===== src/rtl/uart_byte_rx.sv =====
// uart_byte_rx: 8N1 UART receiver, LSB first, idle-high line.
// A two-flop synchroniser feeds an edge detector and a mid-bit sampler.
// Each bit is sampled three times around its centre and decided by majority.
// A framed byte is presented on rx_data with a one-cycle rx_done strobe.
// A low stop bit raises a one-cycle frame_err and leaves rx_data untouched.
module uart_byte_rx #(
  parameter int CLK_FREQ = 50000000,
  parameter int BAUD     = 115200
) (
  input  logic       clk,
  input  logic       rstn,
  input  logic       rxd,
  output logic [7:0] rx_data,
  output logic       rx_done,
  output logic       frame_err,
  output logic       rx_busy
);

  // Clocks per bit, rounded to nearest (434 at 50 MHz / 115200).
  localparam int BAUD_DIV = (CLK_FREQ + BAUD / 2) / BAUD;
  // Nominal centre of a bit, measured from the start-detect clear.
  localparam int MID      = BAUD_DIV / 2;
  localparam int CNT_W    = $clog2(BAUD_DIV);

  localparam logic [CNT_W-1:0] CNT_LAST   = CNT_W'(BAUD_DIV - 1);
  localparam logic [CNT_W-1:0] CNT_SAMP_A = CNT_W'(MID - 1);
  localparam logic [CNT_W-1:0] CNT_SAMP_B = CNT_W'(MID);
  localparam logic [CNT_W-1:0] CNT_SAMP_C = CNT_W'(MID + 1);
  localparam logic [CNT_W-1:0] CNT_DECIDE = CNT_W'(MID + 2);

  typedef enum logic [2:0] {
    IDLE,
    START,
    DATA,
    STOP,
    WAIT_HIGH
  } state_t;

  state_t           state;
  state_t           state_next;

  logic             sync_1;
  logic             rxd_s;
  logic             rxd_d;

  logic [CNT_W-1:0] baud_cnt;
  logic [2:0]       samples;
  logic [2:0]       bit_idx;
  logic [7:0]       shift_reg;

  logic             start_edge;
  logic             counting;
  logic             sample_en;
  logic             decide;
  logic             vote;

  logic             cnt_clear;
  logic             shift_en;
  logic             load_data;
  logic             err_next;

  // Two-flop synchroniser plus a delay flop for falling-edge detection.
  // Reset to 1 so the release of reset never looks like a start edge.
  always_ff @(posedge clk or negedge rstn) begin
    if (!rstn) begin
      sync_1 <= 1'b1;
      rxd_s  <= 1'b1;
      rxd_d  <= 1'b1;
    end else begin
      sync_1 <= rxd;
      rxd_s  <= sync_1;
      rxd_d  <= rxd_s;
    end
  end

  // Qualifiers derived from the counter and the synchronised line.
  always_comb begin
    start_edge = rxd_d & ~rxd_s;
    counting   = (state == START) || (state == DATA) || (state == STOP);
    sample_en  = counting &&
                 ((baud_cnt == CNT_SAMP_A) ||
                  (baud_cnt == CNT_SAMP_B) ||
                  (baud_cnt == CNT_SAMP_C));
    decide     = counting && (baud_cnt == CNT_DECIDE);
    vote       = (samples[0] & samples[1]) |
                 (samples[0] & samples[2]) |
                 (samples[1] & samples[2]);
  end

  // Baud counter: free-runs 0..BAUD_DIV-1 while a frame is in progress,
  // cleared on start detect and parked at zero otherwise.
  always_ff @(posedge clk or negedge rstn) begin
    if (!rstn) begin
      baud_cnt <= '0;
    end else if (cnt_clear) begin
      baud_cnt <= '0;
    end else if (counting) begin
      if (baud_cnt == CNT_LAST) begin
        baud_cnt <= '0;
      end else begin
        baud_cnt <= baud_cnt + CNT_W'(1);
      end
    end else begin
      baud_cnt <= '0;
    end
  end

  // Capture the three samples straddling the bit centre for the vote.
  always_ff @(posedge clk or negedge rstn) begin
    if (!rstn) begin
      samples <= 3'b111;
    end else if (sample_en) begin
      samples <= {samples[1:0], rxd_s};
    end
  end

  // Data bit index: held at zero through the start bit, advanced per data bit.
  always_ff @(posedge clk or negedge rstn) begin
    if (!rstn) begin
      bit_idx <= '0;
    end else if (state == START) begin
      bit_idx <= '0;
    end else if (shift_en) begin
      bit_idx <= bit_idx + 3'd1;
    end
  end

  // Shift register fills from the top so the first (LSB) bit ends at bit 0.
  always_ff @(posedge clk or negedge rstn) begin
    if (!rstn) begin
      shift_reg <= '0;
    end else if (shift_en) begin
      shift_reg <= {vote, shift_reg[7:1]};
    end
  end

  // FSM state register.
  always_ff @(posedge clk or negedge rstn) begin
    if (!rstn) begin
      state <= IDLE;
    end else begin
      state <= state_next;
    end
  end

  // Next-state and datapath controls; all decisions act on the voted bit.
  always_comb begin
    state_next = state;
    cnt_clear  = 1'b0;
    shift_en   = 1'b0;
    load_data  = 1'b0;
    err_next   = 1'b0;
    case (state)
      IDLE: begin
        if (start_edge) begin
          state_next = START;
          cnt_clear  = 1'b1;
        end
      end
      START: begin
        if (decide) begin
          if (!vote) begin
            state_next = DATA;
          end else begin
            state_next = IDLE;
          end
        end
      end
      DATA: begin
        if (decide) begin
          shift_en = 1'b1;
          if (bit_idx == 3'd7) begin
            state_next = STOP;
          end
        end
      end
      STOP: begin
        if (decide) begin
          if (vote) begin
            load_data  = 1'b1;
            state_next = IDLE;
          end else begin
            err_next   = 1'b1;
            state_next = WAIT_HIGH;
          end
        end
      end
      WAIT_HIGH: begin
        if (rxd_s) begin
          state_next = IDLE;
        end
      end
      default: begin
        state_next = IDLE;
      end
    endcase
  end

  // Registered outputs: the byte and its strobe update on the same edge.
  always_ff @(posedge clk or negedge rstn) begin
    if (!rstn) begin
      rx_data   <= 8'h00;
      rx_done   <= 1'b0;
      frame_err <= 1'b0;
    end else begin
      rx_done   <= load_data;
      frame_err <= err_next;
      if (load_data) begin
        rx_data <= shift_reg;
      end
    end
  end

  assign rx_busy = (state != IDLE);

  // Strobes are mutually exclusive and never longer than one cycle.
  a_strobe_exclusive: assert property (@(posedge clk) disable iff (!rstn)
    !(rx_done && frame_err));
  a_done_single: assert property (@(posedge clk) disable iff (!rstn)
    rx_done |=> !rx_done);
  a_err_single: assert property (@(posedge clk) disable iff (!rstn)
    frame_err |=> !frame_err);

endmodule


===== config.mk =====
export PLATFORM = sky130hd
export DESIGN_NAME = uart_byte_rx
export DESIGN_NICKNAME = d
export VERILOG_FILES = /design/src/rtl/uart_byte_rx.sv
export SDC_FILE = /design/constraint.sdc
export NUM_CORES = 1
export LEC_CHECK = 0
export ABC_AREA = 1
export CAP_MARGIN = 20
export CORE_ASPECT_RATIO = 1.75
export CORE_MARGIN = 2
export CORE_UTILIZATION = 51
export DETAILED_ROUTE_END_ITERATION = 12
export HOLD_SLACK_MARGIN = 0.12
export PLACE_DENSITY = 0.85
export SETUP_SLACK_MARGIN = 0.2
export SLEW_MARGIN = 20
export SYNTH_ARGS = -nofsm -noshare
export SYNTH_HDL_FRONTEND = slang
export SYNTH_SLANG_ARGS = --single-unit

===== constraint.sdc =====
create_clock -name clk -period 1.4 [get_ports clk]
set_clock_uncertainty 0.15 [all_clocks]
set_input_delay 0.28 -clock clk [delete_from_list [all_inputs] [get_ports clk]]
set_output_delay 0.28 -clock clk [all_outputs]
set_load 0.02 [all_outputs]

# Word level (Yosys, flattened, before mapping)
# Cells that the tools add are included.
# totals
register_bits,39
in_bits,3
out_inout_bits,11
elab_cells,70
# classes
addsub,2
eq_ne,16
muxes,24
bitwise,7
reduce_logical,10
# op_table
operator,n
"9-bit by 8-bit equality test with 1-bit output, second input constant",4
3-bit 2-to-1 mux,9
9-bit 2-to-1 mux,3
3-bit one-hot mux with 5 select lines,1
1-bit 2-to-1 mux,10
"2-bit inequality test, second input constant",5
"9-bit by 1-bit adder with 9-bit output, second input constant",1
"9-bit equality test, second input constant",1
"3-bit by 2-bit equality test with 1-bit output, second input constant",2
"3-bit equality test, second input constant",2
6-bit AND reduction,1
1-bit AND,4
1-bit logical OR,4
"3-bit by 1-bit adder with 3-bit output, second input constant",1
"3-bit by 1-bit equality test with 1-bit output, second input constant",1
3-bit zero test,1
3-bit nonzero test,1
1-bit logical AND,2
2-bit 2-to-1 mux,1
"2-bit by 1-bit inequality test with 1-bit output, second input constant",1
1-bit bitwise OR,2
2-bit nonzero test,1
1-bit inverter,1

# Logic depth before layout (Yosys ltp)
# depth
ltp_word,8
depth_mapped,9
depth_no_buf,8

# Least setup slack after synthesis
# OpenSTA, ideal clock, no wires.
# synth_path
path_kind,register to register
start,register baud_cnt[0]
end,register bit_idx[0]
setup_time_ns,0.118
arrival_ns,1.188
required_ns,1.132
path_slack_ns,-0.056
path_stages_with_launch,8
n_path_buf,1
synth_period_minus_slack_ns,1.456
cell_sequence,dfrtp_1 > ha_1 > nand3_1 > nor2_4 > nand2_1 > buf_2 > nand3_1 > nand2_1
# synth_between
elab_chain_cells,5
# synth_lines
item,line,text
"start, declared",46,logic [CNT_W-1:0] baud_cnt;
"start signal, assigned",101,baud_cnt <= baud_cnt + CNT_W'(1);
9-bit by 8-bit equality test with 1-bit output,84,decide = counting && (baud_cnt == CNT_DECIDE);
1-bit logical AND,84,
1-bit 2-to-1 mux,170,if (decide) begin
1-bit 2-to-1 mux,153,case (state)
2-bit nonzero test (no line),--,
"end signal, assigned",124,bit_idx <= bit_idx + 3'd1;
"end, declared",48,logic [2:0] bit_idx;
# No other way between the ends.
# A chain may end at the register's enable or synchronous reset.

# Final worst setup path
# layout_path
start,register baud_cnt[0]
end,register samples[0]
# layout_between
elab_chain_cells,4
word_cells_on_any_way,6
classes_between,3 x eq/ne; 3 x reduce/logical
# layout_lines
item,line,text
9-bit by 8-bit equality test with 1-bit output (on tied branches),"81, 82",
1-bit logical OR,81,((baud_cnt == CNT_SAMP_A) ||
1-bit logical OR *,82,(baud_cnt == CNT_SAMP_B) ||
1-bit logical AND *,80,sample_en = counting &&
"end signal, assigned",113,"samples <= {samples[1:0], rxd_s};"
"end, declared",47,logic [2:0] samples;
# Mark *: on every way between the ends. The rest lies on a longest branch, timed or not.

==> impl_metrics.toml <==
[final_layout]
regArea_sq_um = 987.2
nets = 292
fillers = 159
drive_gt1_share_pct = 52.46
syn2layout_area_growth_pct = 56.68
multi_input_area_sq_um = 1001
fin_area_sq_um = 2878
n_antenna_cell = 0
largest_reg_flops = 9

[hold_path]
hp-class = "reg2reg"
whs_path_depth = 0

[status]
violations = "setup timing"
outcome = "finished, violations left"

[sta]
final_hold_viol_count = 0
report.final.slew_viol_count = 0
fmax_mhz = 621.8
rsz0062_at_grt = "yes"
slew_headroom_pct = 75.86
period_minus_slack_ns = 1.608
setup_violations = 36
final.setup.tns_ns = -4.833
layout_setup_ws_ns = -0.2081
worst_pin_slew_ns = 0.3583
finalCritPeriodShare_pct = 114.9

[clock_network]
cts_sinks = 39
cts.path.max_buffers = 2
cts_root_buffer = "clkbuf_8"
clock_latency_ns = 0.31
tritoncts = "built"
cts_buffers = 5
clk_pin_slew_worst_paths_ns = 0.08
htree_levels = 2

[grt]
grt_usage_pct = 27.12
grt_max_degree = 20
antenna_found_initial = 0
grt-ovfl-total = 0
first_global_vias = 1852
grt_pass1_wl_mm = 8.404

[yosys]
syn_nets = 224
synth_edf_count = 0
synth_largest_type_area_fraction_pct = 44.96
ys_warn_count = 0
syn_inst = 215
synth-async-reset-ratio_pct = 100.0
yosysSeqAreaShare_pct = 53.54
postSynthAreaPerCell_sq_um = 8.543
yosysTopAreaCell = "dfrtp_1"
syn_area_sq_um = 1837
ys_ff_latch = 39
synth_flop_cell = "dfrtp_1"
synth_cell_types = 22
synthTopCellsByArea = "dfrtp_1 45%, nand2_1 13%, dfstp_2 8.6%"

[floorplan]
io_pins = 14
rows = 28
dieArea_sq_um = 4117
die_width_microns = 49.37
die_h_microns = 83.39
core_sq_um = 3398
initial_core_util_pct = 54.05

[route]
vias = 1853
drt-total-wl_mm = 6.115
drtPass1Iterations = 4
avgRoutedWirePerCell_microns = 18.59
drc = 0
ant_nets = 0
via_per_inst = 5.632
first_iter_violations = 85

[power]
ir_drop_uv = 1581
p_leak_uw = 0.001395
total_power_uw = 4200
power.density_nw_per_um2 = 1460

[placed_design]
placed_area_sq_um = 2253
port_buffers = 13
gp_congestion = 0.8242
place_hpwl_mm = 2.830

[setup_path]
critPathCaptureType = "flop"
worst_setup_path_start_kind = "flop"
cp_data_required_time_ns = 1.48
cpMaxStageDelayCell = "dfrtp_2"
cpPeakStageDelay_ns = 0.46
path_max_fanout = 5
worstPathCellList = "inv_1, ha_2, nor3_2, nor2_1, nand2_2, o21ai_1"
crit_arrival_ns = 1.68
worstRegToRegCells = 6
path_class = "reg2reg"

[job]
drv_cap = 0
kinds of logic after synthesis:
kind of cell	after synthesis	share of synthesized area, %
xor+xnor	3	1.431
buf+inv	29	6.539
simple gates	129	31.95
fa+ha+maj	6	4.087
compound gates	9	2.452
flops	39	53.54
Yosys cell counts (2+ instances only):
cell type / n
nand2_1: 64
dfrtp_1: 33
nand3_1: 25
inv_1: 20
nor2_1: 18
nand4_1: 11
dfstp_2: 6
ha_1: 6
nor3_1: 5
inv_2: 4
o21ai_1: 4
a21oi_1: 3
buf_2: 3
xor2_1: 3
nor2_4: 2
o21ai_0: 2
cell type report:
cell class              instances  area share (%)
multi-input cells             148           34.78
clock buffers                   6           2.522
flip-flops and latches         39           34.30
repair buffers                 65           21.83
inverters                      24           3.304
well taps                      45           1.957
clock inverters                 2           1.304
report_power, final:
group / internal [uW] / switching, uW / total, uW
clock: 532 / 414 / 946
sequential: 1220 / 90.9 / 1310
combinational: 869 / 1080 / 1950
worst max-delay path: cells and delay by family (launching register included):
kind	cells	cell delay [ns]
AND/OR/NAND/NOR	3	0.39
AO/OA/AOI/OAI	1	0.19
flip-flops	1	0.46
buffers and inverters	1	0.13
adder cells (fa/ha/maj)	1	0.20
layout by cell type (no fill, tap or decap), drive strengths merged:
master	n
nand2	65
buf	62
dfrtp	33
nand3	27
inv	24
nor2	21
nand4	11
clkbuf	7
dfstp	6
o21ai	6
ha	6
nor3	5
xor2	3
a21oi	3
nor3b	1
clkinvlp	1
bufinv	1
dlygate4sd3	1
clkdlybuf4s50	1
path summary, 6_finish.rpt:
kind | from | end | slack [ns]
setup / recovery | baud_cnt[0] | samples[0] | -0.21
hold / removal | sync_1 | rxd_s | 0.21
setup reg to reg | baud_cnt[0] | samples[0] | -0.21
hold reg to reg | sync_1 | rxd_s | 0.21
max in group asynchronous | rstn | frame_err | 0.37
min in group asynchronous | rstn | shift_reg[5] | 0.28
through the flow:
step / worst slack, ns / cells / hold slack, ns / util [%]
floorplan: 0.006981 / 215 / -0.1656 / -
global placement: -0.1081 / 295 / 0.08098 / 66.31
detailed placement: -0.1475 / 295 / 0.08658 / 66.31
CTS: -0.1063 / 318 / 0.2113 / 77.72
global route: -0.2560 / 329 / 0.2166 / 84.68
finish: -0.2081 / 329 / 0.2110 / 84.68
repair_timing:
action                                  4_1_cts  5_1_grt
endpoints found under the hold margin        17        0
pin swaps                                    22       12
endpoints found under the setup margin       47       69
buffers inserted                             13       11
hold buffers                                  1        0
cloned                                        1        0
gates resized for setup                     103       44
per-layer routing:
| metal | GRT usage (%) | vias up | part of all wire (%) |
|---|---|---|---|
| li1 | - | 828 | - |
| met1 | 25.99 | 899 | 35 |
| met2 | 48.03 | 81 | 54 |
| met3 | 5.396 | 45 | 3.8 |
| met4 | 21.82 | 0 | 7.3 |
| met5 | 0 | - | 0 |
Power figures use the tool's default switching activity.
==> RTL change 1: new RTL, same flow settings <==
Reset style: synchronous (`rstn`), changed in 7 clocked blocks.
--- a/src/rtl/uart_byte_rx.sv
+++ b/src/rtl/uart_byte_rx.sv
@@ -63,3 +63,3 @@
   // Reset to 1 so the release of reset never looks like a start edge.
-  always_ff @(posedge clk or negedge rstn) begin
+  always_ff @(posedge clk) begin
     if (!rstn) begin
@@ -91,3 +91,3 @@
   // cleared on start detect and parked at zero otherwise.
-  always_ff @(posedge clk or negedge rstn) begin
+  always_ff @(posedge clk) begin
     if (!rstn) begin
@@ -108,3 +108,3 @@
   // Capture the three samples straddling the bit centre for the vote.
-  always_ff @(posedge clk or negedge rstn) begin
+  always_ff @(posedge clk) begin
     if (!rstn) begin
@@ -117,3 +117,3 @@
   // Data bit index: held at zero through the start bit, advanced per data bit.
-  always_ff @(posedge clk or negedge rstn) begin
+  always_ff @(posedge clk) begin
     if (!rstn) begin
@@ -128,3 +128,3 @@
   // Shift register fills from the top so the first (LSB) bit ends at bit 0.
-  always_ff @(posedge clk or negedge rstn) begin
+  always_ff @(posedge clk) begin
     if (!rstn) begin
@@ -137,3 +137,3 @@
   // FSM state register.
-  always_ff @(posedge clk or negedge rstn) begin
+  always_ff @(posedge clk) begin
     if (!rstn) begin
@@ -199,3 +199,3 @@
   // Registered outputs: the byte and its strobe update on the same edge.
-  always_ff @(posedge clk or negedge rstn) begin
+  always_ff @(posedge clk) begin
     if (!rstn) begin
Formal check against the unedited RTL: differs if rstn is asserted again (counterexample within 4 cycles, from zero or initial values and one cycle with rstn low); with rstn held inactive, the same outputs for 10 cycles.
==> RTL change 1 against the original RTL <==
- the run still ends with negative setup slack left
- final area shrank 11%
- final cell count shrank 0.61%
- synthesized area shrank 6.3%
- sequential cell count is the same
- critical path depth grew 3
- setup slack gained 30 ps
- core utilization shrank 3.9 points
- die area shrank 5.9%
- wire length shrank 6.1%
- first-iteration DRC count grew 31%
- critical endpoint is now state[0]$_SDFFE_PN0P_
- synthesized cell count grew 8.8%
Power is not compared: it rests on default switching activity, and its combinational part moved more than twofold at a synthesized area within 25%.
==> RTL change 1: results (changes against the original RTL) <==
ranking of synthesized cells by area=dfxtp_1 45%, nand2_1 14%, nor2_1 8.1%; Yosys cell types=31 (+41%); Placed Cells=301 (+2.0%); multi-input combinational area share=0.4130 (+0.06514); Signal buf overhead=0.1575 (-0.06078); GPL Wtd Cong=0.7823 (-5.1%); final worst slack=-178.5 ps (+29.60 ps); Compound-Gate Fraction of Synth Area=0.08582 (+0.06130); vias per cell=5.557 (-1.3%); arrival time at the worst endpoint=1660 ps (-20 ps); Finish-stage setup viols=36 (unchanged); Initial DRC Count=111 (+31%); post-CTS setup buffers=9 (-4); grt met2 use=0.4987 (+0.01832); vias in the first global route=1731 (-6.5%); crit path launch=state[0]$_SDFFE_PN0P_; ys flop type=dfxtp_1; total track usage=0.2837 (+0.01248); global-route wire length before repair=7.590 mm (-9.7%); syn_nets=243 (+8.5%); worst slack at placement=-250.3 ps (-102.8 ps); synthesis-to-layout area growth=49.16%; grt met1 use=0.2510 (-0.008840); vias=1817 (-1.9%); Worst setup endpoint=state[0]$_SDFFE_PN0P_; Slew @ Worst Pin=546.0 ps (+187.7 ps); Layout clock area frac=0.04388 (+0.005620); post-synthesis xor/xnor area fraction=0.01018 (-0.004123); final WL=5.741 mm (-6.1%); Routed met3 length=250 microns (+7.8%); Synth async-reset ratio=0 (-1.000); status=finished with violations; number of non-clock inverters in the layout=31 (+29%); sequential area share after synthesis=0.4538 (-0.08160); Post-DP Area=0.002054 sq mm (-8.8%); failing checks=negative setup slack; setup_tns=-3598 ps (+1235 ps); Plain + repair buffers=44 (-32%); Worst Hold End=rxd_d$_SDFF_PN1_; Hold Startpoint=rstn; layout cells sized above 1=0.4683 (-0.05634); sequential cell area=808.3 sq um (-18%); Worst Path Max Fanout=4 (-1); Metal-1 WL=1.858 mm (-12%); synth cell count leaders=64 x nand2_1, 39 x dfxtp_1, 37 x nor2_1; Synth Area in Adders=0.04364 (+0.002764); HPWL after detailed placement=2.505 mm (-12%); num tapcells=43 (-4.4%); WHS=277.4 ps (+66.41 ps); largest net degree at the start of global routing=17 (-15%); post_cts resized=83 (-19%); count of multi-input gates=162 (+9.5%); met2 routed WL=3.136 mm (-5.7%); Avg Cell Area, Syn=7.352 sq um (-14%)
==> RTL change 1: cell types whose count changed after synthesis, moves of 3 or more <==
cell,before,now
dfxtp_1,0,39
dfrtp_1,33,0
nor2_1,18,37
nand3_1,25,8
a21oi_1,3,16
nand4_1,11,4
dfstp_2,6,0
inv_1,20,26
nor3_1,5,2
o211ai_1,0,3
o21ai_1,4,1
==> RTL change 1: worst max-delay path, cell delays in order (launching register included) <==
cell     delay (ps)
dfxtp_2         370
nor2_1           80
buf_4           140
nand3_1         130
nand2_2          90
nor2_4          180
nand2_2         110
nand2_1          70
nand2_1          60
nor2_1          130
==> RTL change 1: logic make-up (layout without fill, tap and decap cells) <==
group | after synthesis | count (layout)
adder cells (fa/ha/maj) | 6 | 6
AO/OA/AOI/OAI | 26 | 27
buffers and inverters | 36 | 83
XOR/XNOR | 2 | 2
flip-flops | 39 | 39
AND/OR/NAND/NOR | 125 | 127
==> RTL change 2: new RTL, config.mk and constraints unchanged <==
Made on the original files. Change the parameter `BAUD` from 115200 to 57600.
--- a/src/rtl/uart_byte_rx.sv
+++ b/src/rtl/uart_byte_rx.sv
@@ -7,3 +7,3 @@
   parameter int CLK_FREQ = 50000000,
-  parameter int BAUD     = 115200
+  parameter int BAUD     = 57600
 ) (
Function: no difference found for any inputs over 10 cycles, from zero or initial values and one cycle with rstn low; that may be too few to reach the edited logic, so the function may still have changed.
==> RTL change 2 against the original RTL <==
- the run still ends with negative setup slack left
- total power increased by 5.2%
- via count increased by 3.3%
- die area increased by 6.2%
- setup slack got worse by 110 ps
- final area increased by 2.5%
- synthesized area increased by 6.7%
- first-iteration DRC count decreased by 3.5%
- sequential cell count increased by 1
- wire length increased by 7.8%
==> RTL change 2: results (changes against the original RTL) <==
vias per cell=5.596 (-0.63%); final worst slack=-313.3 ps (-105.2 ps); largest net degree at the start of global routing=41 (+110%); Worst Path Max Fanout=9 (+4); vias in the first global route=1970 (+6.4%); Plain + repair buffers=63 (-3.1%); count of multi-input gates=160 (+8.1%); Layout clock area frac=0.05386 (+0.01560); failing checks=negative setup slack; GPL Wtd Cong=0.8490 (+3.0%); worst slack at placement=-246.7 ps (-99.25 ps); clk sinks=40 (+2.6%); Signal buf overhead=0.1887 (-0.02954); Final nets=304 (+4.1%); area occupied by multi-input gates=0.001075 sq mm (+7.4%); total track usage=0.2697 (-0.001562); switching fraction of total power=0.3440 (-0.03250); Tmin final=1713 ps (+105.2 ps); layout cells sized above 1=0.4730 (-0.05167); arrival time at the worst endpoint=1800 ps (+120 ps); sequential cell area=0.001008 sq mm (+2.2%); final WL=6.589 mm (+7.8%); number of non-clock inverters in the layout=25 (+4.2%); Finish-stage setup viols=38 (+5.6%); CP max-delay cell=dfrtp_1; HPWL after detailed placement=3.125 mm (+10%); Yosys cell types=28 (+27%); clock buffer count in the final layout=5 (-1); syn_nets=235 (+4.9%); Slew @ Worst Pin=303.8 ps (-54.52 ps); status=finished with violations; sequential area share after synthesis=0.5147 (-0.02074); leak pwr=1.439 nW (+3.2%); Worst IR Drop VDD=1249 uV (-21%)
[RTL change 2: cell count changes in the layout (fill, tap and decap cells not counted), sizes merged, moves of 2 or more]
cell    delta
nand3     -11
clkinv     +2
o21ai      +5
xor2       -2
o21bai     +2
clkbuf     -2
nor2      +11
nand2      +5
bufinv     +2
[RTL change 2: kinds of logic (layout without fill, tap and decap cells)]
group,after synthesis,count (layout),synth area share
and+or+nand+nor,135,137,0.3238
AOI/OAI and AO/OA,15,15,0.05236
adders and majority gates,6,6,0.03831
xor gates and xnor gates,2,2,0.008942
buffers and inverters,28,96,0.06194
DFF,40,40,0.5147
[RTL change 2: through the flow]
| stage | hold slack, ps | area (sq um) | setup TNS (ps) | utilization | cells |
|---|---|---|---|---|---|
| detailed placement | 112.1 | 2405 | -5073 | 0.6562 | 317 |
| global route | 222.9 | 2950 | -11150 | 0.8051 | 342 |
| CTS | 208.2 | 2790 | -3556 | 0.7614 | 336 |
| floorplan | -165.6 | 1974 | -1911 | - | 226 |
| finish | 218.0 | 2950 | -8067 | 0.8051 | 342 |
| global placement | 115.0 | 2405 | -3494 | 0.6562 | 317 |
[RTL change 2: critical path, delay by kind of cell (launching register included)]
kind / cells / cell delay, ps
DFF: 1 / 460
buffers and inverters: 3 / 470
and+or+nand+nor: 5 / 560
[RTL change 2: path summary, 6_finish.rpt]
kind                                  startpoint                endpoint  cells after the start
min reg2reg                     sync_1$_DFF_PN1_         rxd_s$_DFF_PN1_                      0
max reg2reg                baud_cnt[3]$_DFF_PN0_  rx_data[0]$_DFFE_PN0P_                      8
max in group asynchronous                   rstn         rxd_s$_DFF_PN1_                      3
min                             sync_1$_DFF_PN1_         rxd_s$_DFF_PN1_                      0
max                        baud_cnt[3]$_DFF_PN0_  rx_data[0]$_DFFE_PN0P_                      8
min in group asynchronous                   rstn   baud_cnt[1]$_DFF_PN0_                      3
[RTL change 2: what timing repair did]
item                       CTS  global route
pin swaps                   13            19
gates resized for setup     96            33
hold endpoints to repair    40             0
cloned                       2             1
setup endpoints to repair   48            48
hold buffers                 1             0
buffers inserted             8             5
[RTL change 2: metal layers]
metal	vias to the layer above	routed length [microns]	global-route usage
met3	44	235	0.04355
met5	-	0	0
met1	922	2228	0.2523
met2	87	3670	0.5120
li1	861	-	-
met4	0	455	0.1794
[RTL change 2: power groups by stage]
stage / clock network [W] / registers, W / logic, W
finish: 0.00131 / 0.00131 / 0.00181
detailed placement: 0 / 0.00131 / 0.00113
global route: 0.00136 / 0.00132 / 0.00191
CTS: 0.00130 / 0.00128 / 0.00136
global placement: 0 / 0.00130 / 0.00109
floorplan: 0 / 0.00134 / 0.000589
